$ cat src/rtl/decoder_nto2n_seq_pkg.sv
// decoder_pkg: shared types and helpers for the
// registered N-to-2^N decoder.
package decoder_pkg;

  typedef enum logic [1:0] {
    IDLE,
    DIRECT,
    SCAN
  } state_t;

  // Widest select code the helpers support.
  localparam int unsigned MAX_N = 8;
  localparam int unsigned MAX_W = 1 << MAX_N;

  function automatic int unsigned out_width(
    input int unsigned n
  );
    return 1 << n;
  endfunction

  // Callers size-cast the result to their
  // own output width.
  function automatic logic [MAX_W-1:0] onehot(
    input int unsigned sel
  );
    logic [MAX_W-1:0] v;
    v = '0;
    v[sel[MAX_N-1:0]] = 1'b1;
    return v;
  endfunction

endpackage

$ cat src/rtl/decoder_nto2n_seq_hold_counter.sv
// hold_counter: dwell timer for scan mode.
// Ports: clk, rst (async high), clr (sync clear),
//   en (count), tick (last dwell cycle of an index).
module hold_counter #(
  parameter int HOLD = 1
) (
  input  logic clk,
  input  logic rst,
  input  logic clr,
  input  logic en,
  output logic tick
);

  localparam int CW = $clog2(HOLD + 1);
  localparam logic [CW-1:0] LAST = CW'(HOLD - 1);

  logic [CW-1:0] cnt;

  assign tick = en & ~clr & (cnt == LAST);

  always_ff @(posedge clk or posedge rst) begin
    if (rst) begin
      cnt <= '0;
    end else if (clr) begin
      cnt <= '0;
    end else if (en) begin
      cnt <= tick ? '0 : cnt + CW'(1);
    end
  end

endmodule

$ cat src/rtl/decoder_nto2n_seq.sv
// decoder_nto2n_seq: registered N-to-2^N one-hot
// decoder with valid/ready input and scan mode.
// Ports: clk, rst (async high), en, mode (0 direct,
//   1 scan), in_valid/in_sel/in_ready (select input),
//   d (one-hot), idx, out_valid, wrap (scan wrap).
// Macro DECODER_ACTIVE_LOW_EN: d driven active-low.
module decoder_nto2n_seq
  import decoder_pkg::*;
#(
  parameter int N    = 3,
  parameter int HOLD = 1
) (
  input  logic              clk,
  input  logic              rst,
  input  logic              en,
  input  logic              mode,
  input  logic              in_valid,
  input  logic [N-1:0]      in_sel,
  output logic              in_ready,
  output logic [(1<<N)-1:0] d,
  output logic [N-1:0]      idx,
  output logic              out_valid,
  output logic              wrap
);

  localparam int W = out_width(N);

  state_t         state_q, state_d;
  logic [W-1:0]   d_q, d_n;
  logic [N-1:0]   idx_q, idx_n, idx_inc;
  logic           ov_q, ov_n;
  logic           wrap_q, wrap_n;
  logic           accept;
  logic           entering;
  logic           cnt_clr;
  logic           cnt_en;
  logic           tick;

  assign in_ready = en & ~mode;
  assign accept   = in_valid & in_ready;
  assign idx_inc  = idx_q + N'(1);
  assign entering = (state_q != state_d);

  // Dwell restarts on every scan entry.
  assign cnt_clr = (state_d != SCAN) | entering;
  assign cnt_en  = (state_q == SCAN);

  hold_counter #(
    .HOLD (HOLD)
  ) u_hold (
    .clk  (clk),
    .rst  (rst),
    .clr  (cnt_clr),
    .en   (cnt_en),
    .tick (tick)
  );

  always_comb begin
    state_d = state_q;
    unique case (1'b1)
      ~en:        state_d = IDLE;
      en & mode:  state_d = SCAN;
      en & ~mode: state_d = DIRECT;
      default:    state_d = state_q;
    endcase
  end

  always_comb begin
    d_n    = d_q;
    idx_n  = idx_q;
    ov_n   = ov_q;
    wrap_n = 1'b0;
    unique case (state_d)
      IDLE: begin
        d_n  = '0;
        ov_n = 1'b0;
      end
      DIRECT: begin
        if (accept) begin
          d_n   = W'(onehot(32'(in_sel)));
          idx_n = in_sel;
          ov_n  = 1'b1;
        end else if (entering) begin
          d_n  = '0;
          ov_n = 1'b0;
        end
      end
      SCAN: begin
        if (entering) begin
          d_n   = W'(onehot(0));
          idx_n = '0;
          ov_n  = 1'b1;
        end else if (tick) begin
          d_n    = W'(onehot(32'(idx_inc)));
          idx_n  = idx_inc;
          ov_n   = 1'b1;
          wrap_n = &idx_q;
        end
      end
      default: begin
        d_n  = '0;
        ov_n = 1'b0;
      end
    endcase
  end

  always_ff @(posedge clk or posedge rst) begin
    if (rst) begin
      state_q <= IDLE;
      d_q     <= '0;
      idx_q   <= '0;
      ov_q    <= 1'b0;
      wrap_q  <= 1'b0;
    end else begin
      state_q <= state_d;
      d_q     <= d_n;
      idx_q   <= idx_n;
      ov_q    <= ov_n;
      wrap_q  <= wrap_n;
    end
  end

`ifdef DECODER_ACTIVE_LOW_EN
  assign d = ~d_q;
`else
  assign d = d_q;
`endif
  assign idx       = idx_q;
  assign out_valid = ov_q;
  assign wrap      = wrap_q;

endmodule
$ cat config.mk
export PLATFORM = sky130hd
export DESIGN_NAME = decoder_nto2n_seq
export DESIGN_NICKNAME = d
export VERILOG_FILES = /design/src/rtl/decoder_nto2n_seq_pkg.sv /design/src/rtl/decoder_nto2n_seq_hold_counter.sv /design/src/rtl/decoder_nto2n_seq.sv
export SDC_FILE = /design/constraint.sdc
export NUM_CORES = 1
export LEC_CHECK = 0
export ABC_AREA = 1
export CORE_MARGIN = 2
export CORE_UTILIZATION = 25
export DETAILED_ROUTE_END_ITERATION = 16
export GPL_ROUTABILITY_DRIVEN = 0
export GPL_TIMING_DRIVEN = 0
export HOLD_SLACK_MARGIN = 0.08
export PLACE_DENSITY = 0.51
export SETUP_SLACK_MARGIN = 0.15
export SLEW_MARGIN = 20
export SYNTH_ARGS = -nofsm -noshare
export SYNTH_HDL_FRONTEND = slang
export SYNTH_SLANG_ARGS = --single-unit
$ cat constraint.sdc
create_clock -name clk -period 2.85 [get_ports clk]
set_input_delay 0.4275 -clock clk [delete_from_list [all_inputs] [get_ports clk]]
set_output_delay 0.4275 -clock clk [all_outputs]
set_load 0.03 [all_outputs]
## After elaboration in Yosys (flattened, before gate mapping)

Cells that the tools add are included.
Widths: inputs -> output; s select.

| word-level totals | value |
|---|---|
| word-level logic and storage cells | 62 |
| bits in registers | 16 |
| output and inout port bits | 14 |

| cells by class | value |
|---|---|
| muxes and demuxes | 25 |
| eq/ne operators | 8 |
| add/sub/neg operators | 2 |
| $lt $le $gt $ge | 4 |
| reduce and logical (&&, ||, !) cells | 7 |
| bitwise operators | 10 |

Operators by type and width:

| operator | count |
|---|---|
| $mux 8 | 4 |
| $lt 3x9->1 const B | 2 |
| $pmux 8 s2 | 1 |
| $mux 1 | 12 |
| $mux 3 | 3 |
| $demux 1 s3 | 2 |
| $ge 3x1->1 const B | 2 |
| $pmux 2 s3 | 1 |
| $pmux 3 s2 | 1 |
| $reduce_and 3->1 | 2 |
| $and 1x1->1 | 5 |
| $eq 2x2->1 const B | 2 |
| $ne 2x2->1 const B | 2 |
| $not 1->1 | 4 |
| $reduce_bool 2->1 | 2 |
| $add 3x1->3 const B | 1 |
| $ne 3x2->1 const B | 1 |
| $ne 3x3->1 const B | 1 |
| $eq 2x1->1 const B | 1 |
| $logic_and 1x1->1 | 2 |
| $ne 2x2->1 | 1 |
| $pmux 1 s2 | 1 |
| $reduce_and 2->1 | 1 |
| $add 1x1->1 const B | 1 |
| $or 1x1->1 | 1 |

## Longest topological paths before layout

Gate-level depths: netlist of the first run.

| logic depth | value |
|---|---|
| word-level depth | 11 |
| depth in mapped cells | 12 |
| gate-level depth less buffers | 12 |

## Cells and area by module

A second synthesis of the first run with hierarchy kept.

| second synthesis, totals | value |
|---|---|
| cell total of the unflattened synthesis | 153 |
| area, all modules | 1053.5 µm² |

Modules (own cells, without submodules):

| module | times used | seq. area each (µm²) | area an instance (µm²) | cells an instance |
|---|---|---|---|---|
| decoder_nto2n_seq | 1 | 375.4 | 1002.2 | 145 |
| hold_counter | 1 | 25.0 | 51.3 | 8 |

## Least setup slack after synthesis of the first run

OpenSTA, ideal clock, no wires.

| timing path | value |
|---|---|
| path type | register to register |
| start | reg idx_q[0], in the netlist idx[0] |
| end | reg d_q[3], in the netlist d[3] |
| data required time | 2.785 ns |
| setup slack | 1.272 ns |
| cell stages (with the launch flop) | 10 |
| arrival | 1.513 ns |
| path buffers | 0 |
| clock period less this slack | 1.578 ns |
| cells stage by stage | dfrtp_1 ha_1 ha_1 inv_1 nand2_1 nor2_1 nand3_1 nand2_1 nand3_1 nand2_1 |

| between the ends | value |
|---|---|
| longest elaborated chain between the ends | 8 |

Ends and longest elaborated chain:

| what | RTL line | RTL |
|---|---|---|
| from (decl) | decoder_nto2n_seq.sv:30 | `logic [N-1:0] idx_q, idx_n, idx_inc;` |
| from (signal assigned) | decoder_nto2n_seq.sv:117 | `idx_q <= idx_n;` |
| $add 3x1->3 * | decoder_nto2n_seq.sv:41 | `assign idx_inc = idx_q + N'(1);` |
| $lt 3x9->1 (implied by the code) / $ge 3x1->1 (equally long branches) | decoder_nto2n_seq_pkg.sv:28 | `v[sel[MAX_N-1:0]] = 1'b1;` |
| $logic_and 1x1->1 (implied by the code) | decoder_nto2n_seq_pkg.sv:28 |  |
| $mux 1 (implied by the code) | decoder_nto2n_seq_pkg.sv:28 |  |
| $demux 1 s3 * | decoder_nto2n_seq_pkg.sv:28 |  |
| $mux 8 * | decoder_nto2n_seq.sv:93 | `end else if (tick) begin` |
| $mux 8 * | decoder_nto2n_seq.sv:89 | `if (entering) begin` |
| $pmux 8 s2 * | decoder_nto2n_seq.sv:73 | `unique case (state_d)` |
| to (signal assigned) | decoder_nto2n_seq.sv:116 | `d_q <= d_n;` |
| to (decl) | decoder_nto2n_seq.sv:29 | `logic [W-1:0] d_q, d_n;` |

Mark *: on every way between the ends. The rest lies on a longest branch, timed or not. The select of a mux whose other input is x is not followed.
A chain may end at the register's enable or synchronous reset.

## Final worst setup path of the first run

| timing path | value |
|---|---|
| start | in en |
| end | out in_ready |

| between the ends | value |
|---|---|
| longest elaborated chain between the ends | 1 |

Ends and longest elaborated chain:

| what | RTL line | RTL |
|---|---|---|
| from (decl) | decoder_nto2n_seq.sv:15 | `input logic en,` |
| $and 1x1->1 | decoder_nto2n_seq.sv:39 | `assign in_ready = en & ~mode;` |
| to (decl) | decoder_nto2n_seq.sv:19 | `output logic in_ready,` |

Every way passes these cells.

==> results of run 1 <==
-- metrics by stage --
step / cells / setup WS [ns] / hold WS (ns) / power, W / cell area, sq um
6_report: 225 / 0.5609 / 0.4757 / 0.0006269 / 1376
5_1_grt: 225 / 0.4996 / 0.5017 / 0.0006750 / 1376
4_1_cts: 225 / 0.5573 / 0.4822 / 0.0006415 / 1376
3_5_place_dp: 222 / 0.4556 / 0.4648 / 0.0004660 / 1335
3_3_place_gp: 222 / 0.4960 / 0.4644 / 0.0004646 / 1335
2_1_floorplan: 151 / 1.272 / 0.3412 / 0.0003991 / 1062
-- layout make-up --
type	instances	area (sq um)	share of cell area [%]
Clock buffer	3	41.29	3.000
Timing Repair Buffer	21	210.2	15.27
Sequential cell	16	400.4	29.09
Tap cell	50	62.56	4.545
Multi-Input combinational cell	112	575.6	41.82
Buffer	2	7.507	0.5455
Inverter	21	78.83	5.727
-- Yosys cell counts (all sizes together) --
library cell	instances	area [sq um]
a21oi	1	5.000
clkbuf	2	7.510
clkinv	1	3.750
dfrtp	16	400.4
ha	4	50.05
inv	20	75.07
nand2	55	229.0
nand3	24	125.1
nand4	5	31.28
nor2	15	90.09
nor3	2	10.01
o21ai	2	10.01
o22ai	3	18.77
or2	1	6.260
-- flip-flops by register name, summed over array words and instances (netlist names) --
signal and count:
d 8, idx 3, out_valid 1, state_q 2
u_hold.cnt 1, wrap 1
-- final timing paths --
check,to,depth (start not counted),slack [ns]
worst max-delay path,in_ready,4,0.56
worst min register to register,d[3],2,0.48
worst min-delay path,d[3],2,0.48
worst max register to register,d[0],7,1.27
max in group asynchronous,idx[1],2,1.89
min in group asynchronous,d[1],2,0.56
-- layer usage --
layer | track usage, % | part of all wire (%)
met5 | 0 | 0
met3 | 2.762 | 3.6
met2 | 18.06 | 45
met1 | 13.38 | 51
met4 | 2.614 | 0.42
-- worst max-delay path: stages --
cell and delay (ns):
clkdlybuf4s50_1 0.59, nand2_2 0.12, inv_1 0.06, clkdlybuf4s50_1 0.66
-- logic make-up after synthesis --
kind of cell             Yosys count
AO/OA/AOI/OAI                      6
flip-flops                        16
AND/OR/NAND/NOR                  102
adder cells (fa/ha/maj)            4
buffers and inverters             23
-- power breakdown --
group          internal (W)  switching (W)
sequential         0.000241      0.0000105
clock             0.0000936      0.0000727
combinational     0.0000752       0.000134
total              0.000410       0.000217
==> impl_metrics.tcl, run 1 <==
set metrics [dict create \
    hold_class "flop to flop" \
    grt_first_pass_wirelength_um 4222 \
    drt-vias-per-instance 4.338 \
    drtAntennaViolNets 0 \
    slew_headroom_pct 58.60 \
    grt_setup_unrepaired "no" \
    die_y_um 69.19 \
    antenna_cells 0 \
    synth_area_sq_um 1062 \
    ys_types 21 \
    htree_num_levels 1 \
    slew_viol_final 0 \
    grt.total_usage_pct 10.61 \
    totalWireLength_um 2363 \
    portBuffers 21 \
    synth_seq_cells 16 \
    finalHoldViolCount 0 \
    nets 189 \
    vias 976 \
    grt_max_degree 17 \
    synthSimpleGateAreaFrac_pct 46.29 \
    synth-compound-area-share_pct 3.180 \
    final_util_pct 33.92 \
    path_clk_slew_ns 0.06 \
    clk_latency_ns 0.25 \
    end_kind "output pin" \
    syn_area_per_cell_sq_um 7.035 \
    firstDrtPassIters 4 \
    post-route-min-period_ns 2.289 \
    nFillCells 446 \
    finalCritPeriodShare_pct 80.32 \
    setup_tns_ns 0 \
    grt-ovfl-total 0 \
    worst_slew_pin_slew_ns 0.6203 \
    cts-hold-fix-buffers 0 \
    grt_pass1_vias 999 \
    drcViolationCount 0 \
    worstSetupStartpoint "en" \
    crit_required_ns 2.42 \
    cts_sinks 16 \
    synth_mux_area_share_pct 0 \
    drt-initial-drc-count 32 \
    synth_seq_area_share_pct 37.69 \
    dpl.hpwl_um 1895 \
    cellLeakagePower_nw 0.7218 \
    final_cell_mix "nand2_1, nand3_1, clkdlybuf4s50_1" \
    synth_top_family_by_area "simple AND/OR/NAND/NOR gates" \
    maxCapViolCount 0 \
    coreArea_sq_um 4058 \
    start_kind "input port" \
    cts_buffers 3 \
    clk_root_buffer_cell "clkbuf_8" \
    synthCells 151 \
    synth_xor_area_share_pct 0 \
    yosys_warnings 0 \
    io_pins 22 \
    setup_violations 0 \
    drive_gt1_share_pct 10.29 \
    holdCritStartpoint "d[3]" \
    die-area_sq_um 4787 \
    wl_per_cell_um 10.50 \
    crit_type "input port to output pin" \
    antenna_found_initial 0 \
    cts_tree "done" \
    ir_drop_uv 284.6 \
    skew_ns 0.001816 \
    power.density_nw_per_um2 455.5 \
    timing.fmax_mhz 436.8 \
    worstPathArrival_ns 1.86 \
    initial_core_util_pct 26.18 \
    synth_fp_nets 163 \
    cts.repair.resized 0 \
    crit_fanout 6 \
    cts_buffer_depth 2 \
    synthToLayoutAreaGrowth_pct 29.56 \
    die_x_um 69.19 \
    rows 23 \
    layout.cells.most_common "nand2_1" \
    post_cts_buffers 0 \
    r2r-start "idx[0]" \
    synth_adder_area_share_pct 4.711 \
    status "finished, final reports clean" \
]
Power figures use the tool's default switching activity.
==> run 2: changes to the inputs <==
--- a/config.mk
+++ b/config.mk
@@ -12,7 +12,7 @@
 export GPL_ROUTABILITY_DRIVEN = 0
 export GPL_TIMING_DRIVEN = 0
 export HOLD_SLACK_MARGIN = 0.08
-export PLACE_DENSITY = 0.51
+export PLACE_DENSITY = 0.52
 export SETUP_SLACK_MARGIN = 0.15
 export SLEW_MARGIN = 20
 export SYNTH_ARGS = -nofsm -noshare
==> constraint.sdc (replaced) <==
create_clock -name clk -period 1.95 [get_ports clk]
set_input_delay 0.2925 -clock clk [delete_from_list [all_inputs] [get_ports clk]]
set_output_delay 0.2925 -clock clk [all_outputs]
set_load 0.03 [all_outputs]
==> run 2 against run 1 <==
Effect of this change: total power is 55% higher; sequential share of layout area fell by 0.39 points; clock skew about the same; non-clock buffer count up 1; die area is the same; utilization rose by 0.46 points; worst hold slack worse by 0.050 ns; sequential cell count unchanged; critical path type is now input port to flop; largest cell class unchanged; highest routed layer unchanged.
==> impl_metrics.tcl, run 2 (synthesis gave the netlist of run 1 again) <==
set metrics [dict create \
    rows 23 \
    timing.fmax_mhz 624.8 \
    cts_buffers 3 \
    crit_required_ns 2.14 \
    drt-initial-drc-count 34 \
    grt_max_degree 17 \
    post-route-min-period_ns 1.601 \
    drive_gt1_share_pct 11.86 \
    setup_violations 0 \
    slew_viol_final 0 \
    grt_pass1_vias 1018 \
    crit_type "input port to flop" \
    synthToLayoutAreaGrowth_pct 31.33 \
    skew_ns 0.001778 \
    worst_slew_pin_slew_ns 0.6324 \
    firstDrtPassIters 3 \
    critical_path_depth 11 \
    end_kind "flop" \
    cts_sinks 16 \
    combinationalPowerShare_pct 31.6 \
    largest_reg_flops 8 \
    vias 986 \
    power.density_nw_per_um2 694.9 \
    grt.total_usage_pct 11.23 \
    grt_first_pass_wirelength_um 4436 \
    slowest_delay_ns 0.33 \
    maxCapViolCount 0 \
    finalHoldWorstSlack_ns 0.4259 \
    start_kind "input port" \
    drtAntennaViolNets 0 \
    clkPwrFrac_pct 30.7 \
    coreArea_sq_um 4058 \
    layout.cells.most_common "nand2_1" \
    antenna_found_initial 0 \
    wl_per_cell_um 10.62 \
    worstPathArrival_ns 1.79 \
    switching_share_pct 34.01 \
    htree_num_levels 1 \
    p_int_w 0.0006398 \
    path_clk_slew_ns 0.07 \
    initial_core_util_pct 26.18 \
    grt-ovfl-total 0 \
    cts_tree "done" \
    finalCritPeriodShare_pct 82.08 \
    status "finished, final reports clean" \
    rrSetupSlack_ns 0.41 \
    totalWireLength_um 2410 \
    crit_fanout 7 \
    slew_headroom_pct 57.80 \
    hold_class "input port to async pin" \
    nets 190 \
    final_util_pct 34.38 \
    crit_top_cell "nand2_1" \
    power_frac_seq_pct 37.7 \
    drcViolationCount 0 \
    cts_buffer_depth 2 \
    portBuffers 21 \
    path_buf_inv 3 \
    dpl.hpwl_um 1939 \
    die_x_um 69.19 \
    ff2ff_path_depth 7 \
    ir_drop_uv 317.1 \
    die-area_sq_um 4787 \
    p_switching_w 0.0003297 \
    io_pins 22 \
    die_y_um 69.19 \
    antenna_cells 0 \
    final_cell_mix "nand2_1, nand3_1, inv_1, clkdlybuf4s50_1, dfrtp_1" \
    crit_slowest_cell "dlygate4sd2_1" \
    grt_setup_unrepaired "no" \
    clk_latency_ns 0.25 \
    cellLeakagePower_nw 0.7424 \
    crit_family "simple AND/OR/NAND/NOR gates" \
    path_cells "dlygate4sd2_1 > nand2_2 > inv_1 > ha_1 > inv_1 > nor2_4 > or2_2 > nand2_1 > nor2_1 > nand2_1 > nand2_1" \
    clk_root_buffer_cell "clkbuf_8" \
    finalHoldViolCount 0 \
    drt-vias-per-instance 4.344 \
]
==> run 2: cell types whose count changed in the layout (fill, tap and decap cells not counted) <==
cell	change
clkdlybuf4s50_1	-3
dlygate4sd2_1	+3
buf_4	+1
clkbuf_1	-1
clkbuf_2	+1
clkbuf_8	+1
==> run 2: what timing repair did <==
item | in CTS | in global routing
hold buffers | 0 | 0
gates resized for setup | 3 | 2
setup buffers | 1 | 0
setup endpoints to repair | 11 | 5
cloned | 0 | 0
pin swaps | 1 | 0
==> run 2: path summary, 6_finish.rpt <==
kind / to / startpoint
hold reg to reg: d[5] / d[5]
hold / removal: out_valid / rst
setup / recovery: idx[1] / en
setup reg to reg: d[0] / idx[0]
max in group asynchronous: idx[0] / rst
min in group clk: d[5] / d[5]
==> run 2: per-stage QoR <==
stage,instance area (sq um),setup WS (ns),power (W),setup TNS [ns],cells
after floorplan,1062,0.3716,0.0005832,0,151
after global placement,1335,-0.2887,0.0006818,-2.881,222
after detailed placement,1335,-0.2902,0.0006837,-2.956,222
after CTS,1394,0.3162,0.0009880,0,227
after global routing,1395,0.1780,0.001043,0,227
final,1395,0.3494,0.0009694,0,227
==> run 2: worst reg2reg max path, stage by stage, from the launching register on <==
cell and delay (ns):
dfrtp_1 0.40, ha_1 0.21, ha_1 0.33, inv_1 0.09, nand3_1 0.09, nand4_1 0.11
a21oi_1 0.13, o21ai_1 0.08
==> run 2: final cells by class <==
cell class	instances	area [sq um]
fill	446	2663
tap	50	62.56
buffer	2	8.758
inverter	21	78.83
clock buffer	4	55.05
multi-input combinational	112	575.6
timing repair buffer	22	214.0
sequential	16	400.4
==> run 2: routing by layer <==
layer	GRT usage [%]	routed length, um	vias to the layer above	part of all wire [%]
met3	3.198	91	2	3.8
met4	1.961	15	0	0.62
met1	14.39	1193	437	50
met2	19.02	1110	15	46
li1	-	-	532	-
met5	0	0	-	0
==> run 2: power by group through the flow <==
stage          Clock (W)  Sequential [W]  Combinational, W
6_report        0.000297        0.000366          0.000307
5_1_grt         0.000332        0.000368          0.000343
2_1_floorplan          0        0.000406          0.000177
4_1_cts         0.000310        0.000366          0.000312
3_3_place_gp           0        0.000372          0.000309
3_5_place_dp           0        0.000372          0.000312
